<file path="config.mk">
export PLATFORM = sky130hd
export DESIGN_NAME = updown_seq_ctrl
export DESIGN_NICKNAME = d
export VERILOG_FILES = /design/src/rtl/updown_seq_pkg.sv /design/src/rtl/updown_counter.sv /design/src/rtl/updown_seq_ctrl.sv
export SDC_FILE = /design/constraint.sdc
export NUM_CORES = 1
export LEC_CHECK = 0
export CAP_MARGIN = 10
export CORE_MARGIN = 2
export CORE_UTILIZATION = 35
export DETAILED_ROUTE_END_ITERATION = 12
export PLACE_DENSITY = 0.68
export SLEW_MARGIN = 25
export SYNTH_ARGS = -nofsm -noshare
export SYNTH_HDL_FRONTEND = slang
export SYNTH_SLANG_ARGS = --single-unit
export TNS_END_PERCENT = 10
</file>
<file path="constraint.sdc">
create_clock -name CLK -period 1.8 [get_ports CLK]
set_clock_uncertainty 0.05 [all_clocks]
set_input_delay 0.27 -clock CLK [delete_from_list [all_inputs] [get_ports CLK]]
set_output_delay 0.27 -clock CLK [all_outputs]
set_load 0.05 [all_outputs]
</file>
<file path="src/rtl/updown_seq_pkg.sv">
// Shared types for the up/down sequence controller: FSM state encoding and direction constants.
// No logic, no latency; no backpressure.
package updown_seq_pkg;

  typedef enum logic [1:0] {
    IDLE = 2'd0,
    RUN  = 2'd1,
    DONE = 2'd2
  } seq_state_e;

  localparam logic DIR_UP   = 1'b1;
  localparam logic DIR_DOWN = 1'b0;

endpackage

</file>
<file path="src/rtl/updown_counter.sv">
// WIDTH-bit synchronous up/down counter with load, enable and direction; wraps modulo 2^WIDTH.
// Q updates one cycle after Ld/En; no backpressure, load has priority over counting.
module updown_counter #(
  parameter int WIDTH = 4
) (
  input  logic             CLK,
  input  logic             RST,
  input  logic             Ld,
  input  logic [WIDTH-1:0] Ld_val,
  input  logic             En,
  input  logic             Up,
  output logic [WIDTH-1:0] Q
);

  localparam logic [WIDTH-1:0] ONE = {{(WIDTH-1){1'b0}}, 1'b1};

  always_ff @(posedge CLK) begin
    if (RST) begin
      Q <= '0;
    end else if (Ld) begin
      Q <= Ld_val;
    end else if (En) begin
      Q <= Up ? (Q + ONE) : (Q - ONE);
    end
  end

endmodule

</file>
<file path="src/rtl/updown_seq_ctrl.sv">
// Sequenced up/down count from Load to Limit with optional single bounce back to Load.
// Q follows Start by one cycle; En=0 holds the run, Abort returns to IDLE without Done.
module updown_seq_ctrl
  import updown_seq_pkg::*;
#(
  parameter int WIDTH = 4
) (
  input  logic             CLK,
  input  logic             RST,
  input  logic             Start,
  input  logic             Mode,
  input  logic             Bounce,
  input  logic [WIDTH-1:0] Load,
  input  logic [WIDTH-1:0] Limit,
  input  logic             En,
  input  logic             Abort,
  output logic [WIDTH-1:0] Q,
  output logic             Dir,
  output logic             Busy,
  output logic             Done
);

  seq_state_e       state;
  logic [WIDTH-1:0] target;
  logic [WIDTH-1:0] load_q;
  logic             bounce_q;
  logic             bounced;

  logic             accept;
  logic             at_tgt;
  logic             step;
  logic             turn;

  assign accept = (state == IDLE) && Start;
  assign at_tgt = (Q == target);
  // Abort outranks everything in RUN, so it gates both the step and the turnaround.
  assign step   = (state == RUN) && !Abort && En && !at_tgt;
  assign turn   = (state == RUN) && !Abort && En && at_tgt && bounce_q && !bounced;

  updown_counter #(.WIDTH(WIDTH)) u_cnt (
    .CLK    (CLK),
    .RST    (RST),
    .Ld     (accept),
    .Ld_val (Load),
    .En     (step),
    .Up     (Dir),
    .Q      (Q)
  );

  always_ff @(posedge CLK) begin
    if (RST) begin
      state    <= IDLE;
      Dir      <= DIR_UP;
      target   <= '0;
      load_q   <= '0;
      bounce_q <= 1'b0;
      bounced  <= 1'b0;
    end else begin
      case (state)
        IDLE: begin
          if (Start) begin
            state    <= RUN;
            Dir      <= Mode;
            target   <= Limit;
            load_q   <= Load;
            bounce_q <= Bounce;
            bounced  <= 1'b0;
          end
        end
        RUN: begin
          if (Abort) begin
            state <= IDLE;
          end else if (turn) begin
            Dir     <= ~Dir;
            target  <= load_q;
            bounced <= 1'b1;
          end else if (En && at_tgt) begin
            state <= DONE;
          end
        end
        DONE:    state <= IDLE;
        default: state <= IDLE;
      endcase
    end
  end

  // Both flags decode the state register only, so no input reaches them combinationally.
  assign Busy = (state != IDLE);
  assign Done = (state == DONE);

endmodule

</file>
==> metrics.md <==
| Metric | Value |
|---|---|
| Run status | `completed` |
| Routability congestion estimate | `0.759` |
| Hold Path Depth | `2` |
| CP max stage delay | `370 ps` |
| Vias | `854` |
| DRC | `0` |
| H-tree depth | `1` |
| Post-Place Cells | `157` |
| Maximum clock frequency | `0.587 GHz` |
| Buf/Inv on CP | `1` |
| Share of layout cells above drive strength 1 | `0.298` |
| Syn Nets | `121` |
| HP Start | `load_q[0]` |
| PwrDens | `786 nW/um^2` |
| Reg2reg path depth | `7` |
| Setup Fix Bufs, Post-CTS | `0` |
| Syn Inst Count | `103` |
| Critical path cell sequence | `inv_2, ha_4, a21o_2, a21oi_2, xnor2_1, or3_1, a31oi_1` |
| All-Layer GR Usage | `0.155` |
| Starting Density | `0.372` |
| Die W | `55.3 um` |
| WHS Endpoint | `load_q[0]` |
| DR pass1 iterations | `4` |
| CP top delay family | `compound AO/OA/AOI/OAI gates` |
| Die Area | `3060 um^2` |
| Relative slew margins | `0.728` |
| Clock Sink Count | `17` |
| WP data required | `1980 ps` |
| Final Cycle Share | `0.947` |
| Setup ws final | `96.3 ps` |
| Reg2reg setup slack | `100 ps` |
| Post-synthesis sequential area ratio | `0.370` |
| Crit. End Element | `register` |
| Port Buf Inserts | `21` |
| Dpl hpwl | `1.68 mm` |
| Final hold violations | `0` |
| Crit Path Class | `register to register` |
| Syn Area/Cell | `8.94 um^2` |
| Final setup violation count | `0` |
| Leakage power | `0.528 nW` |
| Post-layout util | `0.536` |
| Via density | `5.30` |
| Arrival @ worst endpoint | `1880 ps` |
| Synth warnings | `0` |
| CTS tree | `built` |
| Synth unique cells | `34` |
| Reg-to-reg startpoint | `Dir` |
| CTS Buffer Depth | `2` |
| Clock slew at reported path FFs | `100 ps` |
| Final Max Tran Viols | `0` |
| Post-Route Setup TNS | `0 ps` |
| Later-pin clock latency in the skew report | `300 ps` |
| Classification of the worst-slack hold path | `register to register` |
| Area Growth Syn to Fin | `44.2%` |
| Slowest stage cell, crit path | `dfxtp_4` |
| Std-Cell Rows | `18` |
| Commonest cells after routing, fill and taps aside | `a21oi_1 (14), clkdlybuf4s50_1 (14), buf_4 (14)` |
| Total power | `1.04 mW` |
| Vias in the first global route | `836` |
| Hold buffers post-CTS | `0` |
| Die Y | `55.3 um` |
| Max Cap Violations | `0` |
| RSZ-0062 raised after global routing | `no` |
| Boundary pin count | `22` |
| Number of buffers created by CTS | `3` |
| VDD IR max | `578 uV` |
| Seq cells post-synth | `17` |
| Resize count post-CTS | `0` |
| Slew @ Worst Pin | `407 ps` |
| Final Non-Filler Cells | `161` |
| Core box area | `2480 um^2` |
| Startpoint types | `register` |
| Largest net degree at the start of global routing | `18` |
| Synth Cell Area | `921 um^2` |
| Routed Antenna Nets | `0` |
| Grt ovf | `0` |
| N_diodes | `0` |
| Minimum clock period | `1700 ps` |
| WL/cell | `14.1 um` |
| CTS root buffer | `clkbuf_4` |
| Final Net Count | `150` |
| Iter 0 DRT Violations | `10` |
| Worst slack, placed | `-246 ps` |
| DRT Wirelength | `2.27 mm` |
| Reg2Reg Capture Point | `u_cnt.Q[3]` |
| Initial antenna violation count | `0` |
| CP Max Fanout | `4` |
| First-pass GRT wire length | `3.80 mm` |
==> worst max path at each step <==
stage	from	to	slack (ps)	cells after the start
4_1_cts	Dir	u_cnt.Q[3]	20	7
3_3_place_gp	En	target[0]	-200	6
5_1_grt	Dir	u_cnt.Q[3]	3	7
6_report	Dir	u_cnt.Q[3]	100	7
2_1_floorplan	Dir	u_cnt.Q[3]	-0.07	7
3_5_place_dp	En	target[2]	-250	6
==> per-layer routing <==
layer	GRT usage	vias to the layer above	wire [um]
li1	-	424	-
met1	0.189	401	1010
met2	0.264	24	1100
met3	0.0398	5	109
met4	0.0523	0	53
met5	0	-	0
==> where the power goes <==
| part | internal [mW] | switching (mW) |
|---|---|---|
| combinational | 0.188 | 0.194 |
| clock | 0.0864 | 0.123 |
| sequential | 0.412 | 0.0411 |
==> cells in the mapped netlist <==
cell,instances,area share
a311oi_1,4,0.038
nor4_1,1,0.0068
nor2_1,2,0.0082
a21o_2,1,0.0095
nor2b_1,1,0.0068
nor3_1,1,0.0054
mux2i_1,4,0.043
nor3b_1,1,0.0082
or3_1,1,0.0068
xnor2_1,6,0.057
nand4_2,1,0.014
and2_1,1,0.0068
inv_1,3,0.012
nand4bb_1,1,0.012
mux2_2,1,0.012
buf_1,2,0.0082
a32oi_1,1,0.0095
or2b_2,1,0.0095
a21oi_1,15,0.082
o41ai_4,1,0.030
xor2_1,1,0.0095
a211oi_1,1,0.0082
nand2b_1,6,0.041
dfxtp_1,17,0.37
o21ai_0,3,0.016
nand2_1,13,0.053
and2b_2,1,0.0095
clkbuf_1,4,0.016
ha_1,2,0.027
o21bai_1,1,0.0082
a31oi_1,2,0.014
o211ai_1,1,0.0082
fa_1,1,0.022
a41o_2,1,0.012
==> worst min-delay path, stage by stage (launching register included) <==
cell and delay, ps:
dfxtp_1 320, nand2_1 50, a21oi_1 50
==> state kept, by name, summed over array words and instances (netlist names) <==
register,flops
bounced,1
load_q,4
state,2
target,4
bounce_q,1
Dir,1
u_cnt.Q,4
==> metrics by stage <==
step	hold slack, ps	area, um^2
final	409	1330
after CTS	411	1270
after detailed placement	396	1240
after floorplan	319	943
after global placement	395	1240
after global routing	424	1330
==> kinds of logic after synthesis <==
group,Yosys count,synth area share
xor+xnor,7,0.0666
flops,17,0.370
simple gates,31,0.188
buf+inv,9,0.0367
mux,5,0.0557
fa+ha+maj,3,0.0489
compound gates,31,0.235
==> final cells by class <==
type | instances | area [um^2]
fillers | 241 | 1150
multi-input cells | 77 | 608
flip-flops and latches | 17 | 359
repair buffers | 30 | 285
well taps | 30 | 37.5
clock buffers | 4 | 26.3
inverters | 3 | 11.3
Note: power is estimated with default switching activity, not from simulation.
